## config.mk

```make
export PLATFORM = sky130hd
export DESIGN_NAME = store_merge_rmw
export DESIGN_NICKNAME = d
export VERILOG_FILES = /design/src/rtl/store_merge_rmw_pkg.sv /design/src/rtl/store_merge_rmw_lane_merge.sv /design/src/rtl/store_merge_rmw.sv
export SDC_FILE = /design/constraint.sdc
export NUM_CORES = 1
export LEC_CHECK = 0
export CAP_MARGIN = 30
export CORE_MARGIN = 5
export CORE_UTILIZATION = 49
export CTS_CLUSTER_DIAMETER = 50
export CTS_CLUSTER_SIZE = 40
export DETAILED_ROUTE_END_ITERATION = 10
export HOLD_SLACK_MARGIN = 0.05
export PLACE_DENSITY = 0.87
export SLEW_MARGIN = 20
export SYNTH_ARGS = -nofsm -noshare
export SYNTH_HDL_FRONTEND = slang
export SYNTH_SLANG_ARGS = --single-unit
```

## constraint.sdc

```tcl
create_clock -name clk -period 3.5 [get_ports clk]
set_input_delay 0.525 -clock clk [delete_from_list [all_inputs] [get_ports clk]]
set_output_delay 0.525 -clock clk [all_outputs]
set_load 0.02 [all_outputs]
```

## src/rtl/store_merge_rmw_pkg.sv

```systemverilog
// Shared definitions for the store merge / read-modify-write block.
// Contents:
//   TAM_BYTE/TAM_HALF/TAM_WORD - store size encodings (2'b11 is reserved)
//   state_t                    - FSM state encoding
//   is_misaligned()            - alignment/legality check for a request
package store_merge_rmw_pkg;

  localparam logic [1:0] TAM_BYTE = 2'b00;
  localparam logic [1:0] TAM_HALF = 2'b01;
  localparam logic [1:0] TAM_WORD = 2'b10;

  typedef enum logic [2:0] {
    IDLE     = 3'd0,
    LEER     = 3'd1,
    ESPERA   = 3'd2,
    ESCRIBIR = 3'd3,
    FIN      = 3'd4
  } state_t;

  // Reserved size codes are reported the same way as misaligned ones.
  function automatic logic is_misaligned(input logic [1:0] tam, input logic [1:0] lane);
    logic bad;
    case (tam)
      TAM_BYTE: bad = 1'b0;
      TAM_HALF: bad = lane[0];
      TAM_WORD: bad = (lane != 2'b00);
      default:  bad = 1'b1;
    endcase
    return bad;
  endfunction

endpackage

```

## src/rtl/store_merge_rmw_lane_merge.sv

```systemverilog
// Combinational little-endian lane merge: inserts the low byte/halfword of
// dato_i into old_i at byte lane lane_i, or replaces the whole word.
// Ports:
//   old_i    [31:0] word currently in memory
//   dato_i   [31:0] register value being stored (low lane used for byte/half)
//   tamano_i [1:0]  store size
//   lane_i   [1:0]  byte offset within the word
//   merged_o [31:0] word to write back
module store_merge_rmw_lane_merge
  import store_merge_rmw_pkg::*;
(
  input  logic [31:0] old_i,
  input  logic [31:0] dato_i,
  input  logic [1:0]  tamano_i,
  input  logic [1:0]  lane_i,
  output logic [31:0] merged_o
);

  always_comb begin
    merged_o = old_i;
    case (tamano_i)
      TAM_BYTE: merged_o[{lane_i, 3'b000} +: 8] = dato_i[7:0];
      // Halfword lanes are 0 or 2; only lane_i[1] selects the half.
      TAM_HALF: merged_o[{lane_i[1], 4'b0000} +: 16] = dato_i[15:0];
      TAM_WORD: merged_o = dato_i;
      default:  merged_o = old_i;
    endcase
  end

endmodule

```

## src/rtl/store_merge_rmw.sv

```systemverilog
// Store path between the datapath store port and word-organised data memory.
// Word stores are written directly; byte/half stores read the containing
// word, merge the new lane and write it back. Illegal requests finish with
// an error pulse and no memory access.
// Ports:
//   clk, rst_n         clock, asynchronous active-low reset
//   start              store request, accepted only in IDLE
//   Direccion [ADDR_W] byte address;  Dato [32] value;  Tamano [2] size
//   busy               high whenever the FSM is not in IDLE
//   done, error        one-cycle completion pulse / error flag with done
//   mem_addr           word-aligned memory address
//   mem_rd_en/mem_rdata  read strobe / read data (READ_LAT cycles later)
//   mem_wr_en/mem_wdata  write strobe / merged write word
//   dbg_state_o        current FSM state for observation
//
// Handshake: a request is taken on a rising edge where start = 1 and busy = 0.
// busy then stays high until the cycle after the done pulse; start is ignored
// throughout, including in the done cycle. There is no backpressure from the
// memory: it must return mem_rdata exactly READ_LAT cycles after mem_rd_en.
module store_merge_rmw
  import store_merge_rmw_pkg::*;
#(
  parameter int unsigned READ_LAT = 1,
  parameter int unsigned ADDR_W   = 32
) (
  input  logic              clk,
  input  logic              rst_n,
  input  logic              start,
  input  logic [ADDR_W-1:0] Direccion,
  input  logic [31:0]       Dato,
  input  logic [1:0]        Tamano,
  output logic              busy,
  output logic              done,
  output logic              error,
  output logic [ADDR_W-1:0] mem_addr,
  output logic              mem_rd_en,
  input  logic [31:0]       mem_rdata,
  output logic              mem_wr_en,
  output logic [31:0]       mem_wdata,
  output logic [2:0]        dbg_state_o
);

  localparam int unsigned CNT_W = 2;

  state_t              state_q, state_d;
  logic [ADDR_W-1:0]   addr_q, addr_d;
  logic [1:0]          lane_q, lane_d;
  logic [31:0]         dato_q, dato_d;
  logic [1:0]          tam_q, tam_d;
  logic [CNT_W-1:0]    cnt_q, cnt_d;
  logic [31:0]         wdata_q, wdata_d;
  logic                rd_q, rd_d;
  logic                wr_q, wr_d;
  logic                done_q, done_d;
  logic                err_q, err_d;
  logic [31:0]         merged;

  store_merge_rmw_lane_merge u_lane_merge (
    .old_i    (mem_rdata),
    .dato_i   (dato_q),
    .tamano_i (tam_q),
    .lane_i   (lane_q),
    .merged_o (merged)
  );

  always_comb begin
    state_d = state_q;
    addr_d  = addr_q;
    lane_d  = lane_q;
    dato_d  = dato_q;
    tam_d   = tam_q;
    cnt_d   = cnt_q;
    wdata_d = wdata_q;
    err_d   = 1'b0;
    case (state_q)
      IDLE: begin
        if (start) begin
          addr_d = {Direccion[ADDR_W-1:2], 2'b00};
          lane_d = Direccion[1:0];
          dato_d = Dato;
          tam_d  = Tamano;
          if (is_misaligned(Tamano, Direccion[1:0])) begin
            state_d = FIN;
            err_d   = 1'b1;
          end else if (Tamano == TAM_WORD) begin
            state_d = ESCRIBIR;
            wdata_d = Dato;
          end else begin
            state_d = LEER;
          end
        end
      end
      LEER: begin
        state_d = ESPERA;
        cnt_d   = CNT_W'(READ_LAT - 1);
      end
      ESPERA: begin
        // mem_rdata is valid only in the last ESPERA cycle; merge it there.
        if (cnt_q == '0) begin
          state_d = ESCRIBIR;
          wdata_d = merged;
        end else begin
          cnt_d = cnt_q - CNT_W'(1);
        end
      end
      ESCRIBIR: state_d = FIN;
      FIN:      state_d = IDLE;
      default:  state_d = IDLE;
    endcase
    // Strobes are decoded from the next state so they register with it.
    rd_d   = (state_d == LEER);
    wr_d   = (state_d == ESCRIBIR);
    done_d = (state_d == FIN);
  end

  always_ff @(posedge clk or negedge rst_n) begin
    if (!rst_n) begin
      state_q <= IDLE;
      addr_q  <= '0;
      lane_q  <= '0;
      dato_q  <= '0;
      tam_q   <= '0;
      cnt_q   <= '0;
      wdata_q <= '0;
      rd_q    <= 1'b0;
      wr_q    <= 1'b0;
      done_q  <= 1'b0;
      err_q   <= 1'b0;
    end else begin
      state_q <= state_d;
      addr_q  <= addr_d;
      lane_q  <= lane_d;
      dato_q  <= dato_d;
      tam_q   <= tam_d;
      cnt_q   <= cnt_d;
      wdata_q <= wdata_d;
      rd_q    <= rd_d;
      wr_q    <= wr_d;
      done_q  <= done_d;
      err_q   <= err_d;
    end
  end

  assign busy        = (state_q != IDLE);
  assign done        = done_q;
  assign error       = err_q;
  assign mem_addr    = addr_q;
  assign mem_rd_en   = rd_q;
  assign mem_wr_en   = wr_q;
  assign mem_wdata   = wdata_q;
  assign dbg_state_o = state_q;

endmodule

```

==> flow_summary_export.csv, run 1 <==
group,metric,value,unit
status,status,"finished, final reports clean",
run,maxCapViolations,0,
setup_path,reg2reg_slack,0.58,ns
synth,synth_most_common_cell,"dfrtp_1",
floorplanning,die_h,122,um
sta,tns,0,ns
global_route,grt_usage,0.261,
power,leakage,3.29,nW
floorplanning,coreArea,0.0121,sq mm
sta,hold_viol_final,0,
finish,syn2layout_area_growth,34.8,%
global_route,first_global_vias,5799,
synth,synth.area.top_cells,"dfrtp_1 (44%), mux2_2 (13%), mux2i_1 (4.9%), o21ai_0 (4.1%), o32ai_1 (3.7%)",
global_route,antenna_found_initial,0,
global_route,overflow,0,
cts,clock_latency,0.36,ns
place,dpl_cell_area,0.00787,sq mm
setup_path,r2r_end,"mem_wdata[17]",
finish,n_antenna_cell,0,
synth,synthCells,572,
synth,synth-edff-count,0,
power,p_per_area,992,mW/mm^2
detailed_routing,wl_per_cell,21.3,um
global_route,busiest_layer,"met2",
cts,cts-resized-gates,0,
synth,synth_top_area_frac,0.439,
cts,cts.htree.levels,3,
floorplanning,std_cell_rows,40,
sta,drv_slew,0,
global_route,grt.met1_usage,0.309,
power,ir_drop,0.000496,V
finish,final_nets,825,
global_route,grt_max_degree,78,
cts,clock_tree.root_cell,"clkbuf_16",
synth,netlist.top_cell.by_area,"dfrtp_1",
sta,min_period,2.92,ns
cts,post_cts_buffers,0,
setup_path,crit_path_end_kind,"flip-flop",
sta,rsz0062_at_grt,"false",
sta,setup_viol,0,
synth,async_flop_share,1.00,
place,place_congestion,1.00,
detailed_routing,dr.pass1.iters,5,
setup_path,crit_arrival,3.17,ns
place,dp_cells,873,
place,dp_hpwl,13.5,mm
setup_path,reg2reg_from,"lane_q[0]",
synth,syn_avg_cell_area,10.7,sq um
synth,synth_ff_type,"dfrtp_1",
cts,cts_hold_buffers,0,
sta,fin_crit_sh,0.835,
cts,cts_max_path_buffers,2,
sta,skew,0.00540,ns
place,portBuffers,170,
sta,timing.fmax,342,MHz
finish,drive_gt1_frac,0.156,
detailed_routing,wl,19.0,mm
sta,worstMarginPinSlew,0.942,ns
setup_path,start_kind,"flip-flop",
synth,yosysSeqAreaShare,0.439,
floorplanning,design.die.area,0.0148,sq mm
finish,stdcell_count,891,
global_route,grt_pass1_wl,30.2,mm
finish,nFillCells,951,
synth,ys_seq_elements,107,
finish,postLayoutCellArea,0.00822,sq mm
global_route,grtUsageMet2,0.423,
detailed_routing,ant_nets,0,
cts,clkTransAtPathRegs,0.07,ns
cts,cts_tree,"done",
detailed_routing,viasPerCell,6.15,
synth,syn_area,0.00610,sq mm
setup_path,cp_max_fo,11,
floorplanning,initial_core_util,0.503,
floorplanning,die_w,122,um
cts,cts_sinks,107,
detailed_routing,drc_errors,0,
detailed_routing,drtIter0Drc,672,
sta,relSlewSlack,0.372,
cts,cts_buffers,9,
setup_path,criticalPathCategory,"flip-flop to flip-flop",
synth,yosys_warnings,0,
setup_path,r2r_cells,6,
global_route,met3_usage,0.0887,
floorplanning,io_pins,173,
synth,synth_commonest_cells,"dfrtp_1 (107), mux2_2 (73), o21ai_0 (50)",
detailed_routing,vias,5476,
setup_path,required,3.75,ns
synth,yosysUniqueCellTypes,49,
worst_hold_path,hold_class,"primary input to asynchronous set/reset pin",
-- worst max-delay path by stage --
stage                     startpoint  slack, ns             to  cells past startpoint
after floorplan            lane_q[1]       0.99  mem_wdata[16]                      9
final                      lane_q[0]       0.58  mem_wdata[17]                      6
after global routing       lane_q[0]       0.30  mem_wdata[21]                      6
after detailed placement   lane_q[0]       0.59  mem_wdata[22]                      6
after global placement     lane_q[0]       0.86  mem_wdata[18]                      6
after CTS                  lane_q[0]       0.62  mem_wdata[21]                      6
-- kinds of logic after synthesis --
family / share of synthesized area
AO/OA/AOI/OAI: 0.214
adder cells (fa/ha/maj): 0.0123
XOR/XNOR: 0.00144
other: 0.000615
flip-flops: 0.439
AND/OR/NAND/NOR: 0.0831
multiplexers: 0.184
buffers and inverters: 0.0657
-- flip-flops by register name, summed over array words and instances (netlist names) --
signal and flops:
cnt_q 2, done 1, lane_q 2, mem_rd_en 1, mem_addr 30, mem_wr_en 1
tam_q 2, mem_wdata 32, dbg_state_o 3, error 1, dato_q 32
-- metrics by stage --
| step | hold slack [ns] | setup slack [ns] | power, mW | utilization |
|---|---|---|---|---|
| global placement | 0.489 | 0.863 | 6.76 | 0.650 |
| CTS | 0.364 | 0.617 | 8.14 | 0.677 |
| detailed placement | 0.498 | 0.595 | 6.99 | 0.650 |
| floorplan | 0.229 | 0.992 | 5.26 | - |
| global route | 0.141 | 0.298 | 8.65 | 0.679 |
| finish | 0.110 | 0.579 | 8.16 | 0.679 |
-- metal layers --
layer | up-vias | share of wire
met1 | 2652 | 0.37
met4 | 0 | 0.037
li1 | 2434 | -
met2 | 343 | 0.47
met5 | - | 0
met3 | 47 | 0.12
-- cells in the final DEF, fill, tap and decap left out, types with 2 or more instances in the layout --
master and instances:
dfrtp_1 106, nor3b_1 2, a211oi_1 16, buf_4 15, nor2_1 6, a21o_1 2, nand3_1 6, mux2_2 73
clkbuf_8 2, o41ai_1 15, a31oi_1 6, o21ai_0 50, mux2i_1 30, o21a_1 8, or3_1 2, nand2b_1 15
ha_1 6, nor2b_1 3, nor3_1 2, conb_1 2, inv_1 38, nand2_1 33, nand3b_1 9, clkbuf_16 9
a32oi_1 3, a221o_1 8, o32ai_1 26, and2_1 2, clkdlybuf4s50_1 169, a22o_1 18, bufinv_16 2, a221oi_1 16
-- where the power goes --
part | internal [mW] | switching [mW]
combinational | 2.11 | 2.46
sequential | 1.86 | 0.601
clock | 0.666 | 0.464
-- layout make-up --
type                            count  area, sq um  share of cell area
Multi-Input combinational cell    375         3030               0.368
Sequential cell                   107         2680               0.326
Timing Repair Buffer              186         1830               0.222
Clock buffer                       12          256              0.0312
Tap cell                          168          210              0.0256
Inverter                           39          146              0.0178
Clock inverter                      4         72.6             0.00883
-- worst max-delay path: stages (launching register included) --
cell      delay (ns)
dfrtp_1         0.46
clkinv_1        0.34
ha_1            0.60
nand2_1         0.11
nor4b_2         0.80
a211oi_1        0.17
o32ai_1         0.32
Power figures use the tool's default switching activity.
==> run 2, diff against run 1 <==
--- a/config.mk
+++ b/config.mk
@@ -7,12 +7,12 @@
 export LEC_CHECK = 0
 export CAP_MARGIN = 30
 export CORE_MARGIN = 5
-export CORE_UTILIZATION = 49
+export CORE_UTILIZATION = 44
 export CTS_CLUSTER_DIAMETER = 50
 export CTS_CLUSTER_SIZE = 40
 export DETAILED_ROUTE_END_ITERATION = 10
 export HOLD_SLACK_MARGIN = 0.05
-export PLACE_DENSITY = 0.87
+export PLACE_DENSITY = 0.83
 export SLEW_MARGIN = 20
 export SYNTH_ARGS = -nofsm -noshare
 export SYNTH_HDL_FRONTEND = slang
==> constraint.sdc (replaced) <==
create_clock -name clk -period 2.5 [get_ports clk]
set_input_delay 0.375 -clock clk [delete_from_list [all_inputs] [get_ports clk]]
set_output_delay 0.375 -clock clk [all_outputs]
set_load 0.02 [all_outputs]
==> run 2 against run 1 <==
Net effect:
- combinational power increased by 46%
- clock-buffer cell count decreased by 2
- highest routed layer unchanged
- fmax increased by 25%
- largest power group unchanged
- critical path depth unchanged
- sequential cell count unchanged
- critical endpoint is now mem_wdata[7]
- global-route usage decreased by 2.4 points
- worst setup slack got worse by 0.42 ns
- hold slack improved by 0.40 ns
- largest cell class unchanged
- first-iteration DRC count decreased by 23%
==> flow_summary_export.csv, run 2 (synthesized netlist as in run 1, its figures left out) <==
group,metric,value,unit
floorplanning,initial_core_util,0.444,
global_route,first_global_vias,5789,
place,portBuffers,170,
cts,cts_buffers,9,
setup_path,r2r_end,"mem_wdata[7]",
place,place_congestion,0.895,
floorplanning,die_h,128,um
sta,worstMarginPinSlew,0.731,ns
sta,setup_viol,0,
sta,skew,0.00626,ns
place,dpl_cell_area,0.00801,sq mm
power,leakage,3.34,nW
setup_path,critPathCapture,"mem_wdata[7]",
floorplanning,design.die.area,0.0163,sq mm
detailed_routing,viasPerCell,6.05,
detailed_routing,vias,5530,
cts,clock_tree.root_cell,"clkbuf_16",
detailed_routing,wl_per_cell,21.5,um
cts,cts_sinks,107,
cts,cts_max_path_buffers,2,
sta,relSlewSlack,0.513,
detailed_routing,wl,19.6,mm
global_route,overflow,0,
global_route,grt_pass1_wl,30.7,mm
status,status,"finished, final reports clean",
global_route,antenna_found_initial,0,
sta,min_period,2.34,ns
floorplanning,std_cell_rows,43,
finish,n_antenna_cell,0,
setup_path,crit_path_end_kind,"flip-flop",
cts,cts.htree.levels,3,
finish,final_nets,838,
cts,clock_latency,0.36,ns
power,p_per_area,1370,mW/mm^2
place,dp_hpwl,14.2,mm
sta,drv_slew,0,
finish,syn2layout_area_growth,36.5,%
sta,timing.fmax,428,MHz
run,maxCapViolations,0,
setup_path,start_kind,"flip-flop",
setup_path,crit_arrival,2.60,ns
setup_path,reg2reg_slack,0.16,ns
place,post-place-ws,0.0378,ns
worst_hold_path,hold_class,"primary input to asynchronous set/reset pin",
finish,postLayoutCellArea,0.00832,sq mm
sta,tns,0,ns
sta,fin_crit_sh,0.936,
detailed_routing,dr.pass1.iters,7,
floorplanning,coreArea,0.0137,sq mm
detailed_routing,ant_nets,0,
cts,clkTransAtPathRegs,0.07,ns
floorplanning,die_w,128,um
global_route,grt_usage,0.238,
global_route,grt_max_degree,78,
detailed_routing,drc_errors,0,
finish,postLayoutCoreUtil,0.606,
detailed_routing,drtIter0Drc,518,
setup_path,startpoint,"lane_q[1]",
finish,final_cell_mix,"clkdlybuf4s50_1 (169), dfrtp_1 (105), mux2_2 (73), o21ai_0 (50), inv_1 (38)",
setup_path,cp_max_fo,9,
finish,nFillCells,1126,
sta,rsz0062_at_grt,"false",
floorplanning,io_pins,173,
finish,seqCellArea,0.00268,sq mm
sta,hold_viol_final,0,
setup_path,required,2.76,ns
power,finalPower,11.4,mW
cts,cts_tree,"done",
finish,multi_input_area,0.00306,sq mm
setup_path,r2r_cells,6,
finish,final_common_cell,"clkdlybuf4s50_1",
setup_path,reg2reg_from,"lane_q[1]",
power,ir_drop,0.000863,V
finish,drive_gt1_frac,0.173,
sta,setup_slack,0.161,ns
setup_path,criticalPathCategory,"flip-flop to flip-flop",
==> run 2: stage by stage <==
stage | hold slack (ns) | instances
after floorplan | 0.0794 | 573
after global placement | 0.359 | 896
after detailed placement | 0.367 | 896
after CTS | 0.514 | 911
after global routing | 0.530 | 914
final | 0.508 | 914
==> run 2: report_power, final <==
group          leakage (nW)  internal, mW  switching [mW]
clock network         0.121         0.667           0.658
registers              1.29          2.61           0.796
logic                  1.93          3.11            3.57
total                  3.34          6.39            5.03
==> run 2: timing repair <==
action,in CTS,in global routing
gates cloned,0,0
resized for setup,1,3
hold endpoints to repair,34,0
hold buffers,1,0
buffers inserted,0,2
pin swaps,0,1
setup endpoints to repair,1,19
==> run 2: area by class of cell <==
type,instances,area share
Clock buffer,10,0.0275
Timing Repair Buffer,199,0.235
Multi-Input combinational cell,375,0.367
Sequential cell,107,0.322
Inverter,39,0.0176
Tap cell,180,0.0271
Clock inverter,4,0.00346
==> run 2: critical path, cell delays in order, from the launching register on <==
cell and delay [ns]:
dfrtp_1 0.45, inv_1 0.16, ha_1 0.36, nand3b_1 0.35, o41ai_1 0.44, a221oi_1 0.18
o32ai_1 0.30
==> run 2: worst min-delay path by stage <==
stage                      startpoint      endpoint  slack (ns)
after floorplan                 rst_n      cnt_q[0]        0.08
after global placement          rst_n  mem_addr[22]        0.36
after detailed placement        rst_n  mem_addr[22]        0.37
after CTS                 mem_addr[8]   mem_addr[8]        0.51
after global routing       dato_q[22]    dato_q[22]        0.53
final                           rst_n  mem_addr[22]        0.51
==> run 2: per-layer routing <==
metal | GRT usage | routed length (um) | vias to the layer above | part of all wire
li1 | - | - | 2456 | -
met1 | 0.282 | 7370 | 2727 | 0.38
met2 | 0.393 | 9630 | 301 | 0.49
met3 | 0.0875 | 2030 | 46 | 0.10
met4 | 0.0943 | 596 | 0 | 0.030
met5 | 0 | 0 | - | 0
==> run 3, diff against run 2 <==
--- a/config.mk
+++ b/config.mk
@@ -6,13 +6,13 @@
 export NUM_CORES = 1
 export LEC_CHECK = 0
 export CAP_MARGIN = 30
-export CORE_MARGIN = 5
 export CORE_UTILIZATION = 44
 export CTS_CLUSTER_DIAMETER = 50
 export CTS_CLUSTER_SIZE = 40
 export DETAILED_ROUTE_END_ITERATION = 10
 export HOLD_SLACK_MARGIN = 0.05
 export PLACE_DENSITY = 0.83
+export SKIP_CTS_REPAIR_TIMING = 1
 export SLEW_MARGIN = 20
 export SYNTH_ARGS = -nofsm -noshare
 export SYNTH_HDL_FRONTEND = slang
==> run 3 against run 2 <==
Net effect:
- worst setup slack improved by 0.039 ns
- fmax increased by 1.7%
- routed wire length decreased by 6.4%
- clock-buffer cell count decreased by 1
- power increased by 1.1%
- first-iteration DRC count decreased by 14%
- utilization increased by 1.6 points
- clock skew decreased by 0.0011 ns
- sequential power about the same
- via count decreased by 1.7%
- combinational power decreased by 1%
- largest cell class unchanged
==> flow_summary_export.csv, run 3 (synthesized netlist as in run 1, its figures left out) <==
group,metric,value,unit
floorplanning,die_w,120,um
setup_path,reg2reg_from,"lane_q[0]",
place,portBuffers,170,
finish,final_nets,834,
setup_path,startpoint,"lane_q[0]",
finish,seqCellArea,0.00268,sq mm
finish,multi_input_area,0.00304,sq mm
setup_path,reg2reg_slack,0.20,ns
sta,min_period,2.30,ns
detailed_routing,ant_nets,0,
setup_path,required,2.74,ns
cts,cts_tree,"done",
sta,rsz0062_at_grt,"false",
power,finalPower,11.5,mW
setup_path,crit_path_end_kind,"flip-flop",
finish,final_common_cell,"clkdlybuf4s50_1",
cts,clock_latency,0.35,ns
setup_path,cp_max_fo,8,
global_route,overflow,0,
setup_path,r2r_cells,6,
worst_hold_path,hold_class,"flip-flop to flip-flop",
setup_path,criticalPathCategory,"flip-flop to flip-flop",
detailed_routing,drc_errors,0,
sta,skew,0.00514,ns
global_route,grt_pass1_wl,29.2,mm
power,ir_drop,0.000711,V
global_route,grt_usage,0.262,
status,status,"finished, final reports clean",
finish,syn2layout_area_growth,36.8,%
cts,clock_tree.root_cell,"clkbuf_16",
setup_path,crit_arrival,2.54,ns
sta,worstMarginPinSlew,0.871,ns
cts,cts_buffers,9,
finish,drive_gt1_frac,0.168,
detailed_routing,dr.pass1.iters,5,
sta,fin_crit_sh,0.920,
place,dp_hpwl,13.0,mm
setup_path,start_kind,"flip-flop",
floorplanning,coreArea,0.0134,sq mm
sta,setup_slack,0.201,ns
cts,cts_max_path_buffers,2,
cts,cts_sinks,107,
setup_path,r2r_end,"mem_wdata[20]",
global_route,first_global_vias,5610,
detailed_routing,drtIter0Drc,448,
power,p_per_area,1380,mW/mm^2
sta,tns,0,ns
detailed_routing,wl,18.4,mm
finish,n_antenna_cell,0,
place,post-place-ws,0.121,ns
setup_path,critPathCapture,"mem_wdata[20]",
floorplanning,io_pins,173,
power,leakage,3.35,nW
sta,hold_viol_final,0,
cts,clkTransAtPathRegs,0.07,ns
global_route,antenna_found_initial,0,
detailed_routing,viasPerCell,5.99,
run,maxCapViolations,0,
floorplanning,initial_core_util,0.455,
floorplanning,design.die.area,0.0143,sq mm
detailed_routing,wl_per_cell,20.2,um
cts,cts.htree.levels,3,
finish,final_cell_mix,"clkdlybuf4s50_1 (169), dfrtp_1 (106), mux2_2 (73), o21ai_0 (50), inv_1 (38)",
sta,setup_viol,0,
global_route,grt_max_degree,78,
floorplanning,die_h,120,um
sta,relSlewSlack,0.415,
finish,nFillCells,1089,
place,place_congestion,0.867,
floorplanning,std_cell_rows,42,
detailed_routing,vias,5438,
sta,timing.fmax,435,MHz
sta,drv_slew,0,
## run 3: cell count changes in the layout (fill, tap and decap cells not counted), sizes merged
cell      previous run  this run
buf                 29        25
clkbuf              10         9
bufinv               0         2
clkinv               2         4
clkinvlp             2         1
## run 3: metal layers
layer,wire length (um),track usage,vias up
li1,-,-,2449
met1,7460,0.333,2655
met2,8620,0.410,290
met3,1640,0.0703,44
met4,643,0.132,0
met5,0,0,-
## run 3: how the worst min path moves through the flow
stage / startpoint / endpoint / cells after the start
final: mem_addr[25] / mem_addr[25] / 1
after global routing: mem_addr[29] / mem_addr[29] / 1
after CTS: rst_n / mem_wdata[12] / 1
after detailed placement: rst_n / mem_wdata[10] / 1
after global placement: rst_n / mem_wdata[13] / 1
after floorplan: rst_n / cnt_q[0] / 0
## run 3: layout make-up
type                       instances  area share
timing repair buffer             195       0.231
inverter                          39      0.0176
sequential                       107       0.321
clock buffer                       9      0.0270
multi-input combinational        375       0.365
tap                              176      0.0264
clock inverter                     7      0.0122
## run 3: report_power, final
group	internal, mW	switching (mW)	total, mW
combinational	3.09	3.49	6.58
clock	0.887	0.668	1.55
sequential	2.60	0.800	3.40
total	6.58	4.96	11.5
## run 3: per-stage QoR
stage                util  cells  hold slack [ns]  cell area, sq um
CTS                 0.620    905           0.0198              8310
global placement    0.596    889            0.402              7980
global route        0.622    908            0.524              8340
detailed placement  0.596    889            0.408              7980
finish              0.622    908            0.505              8340
floorplan               -    573           0.0794              6110
## run 3: critical path, cell delays in order (launching register included)
cell      delay (ns)
dfrtp_1         0.36
clkinv_1        0.16
ha_1            0.52
nand2_1         0.14
nor4b_4         0.50
a211oi_1        0.16
o32ai_1         0.34
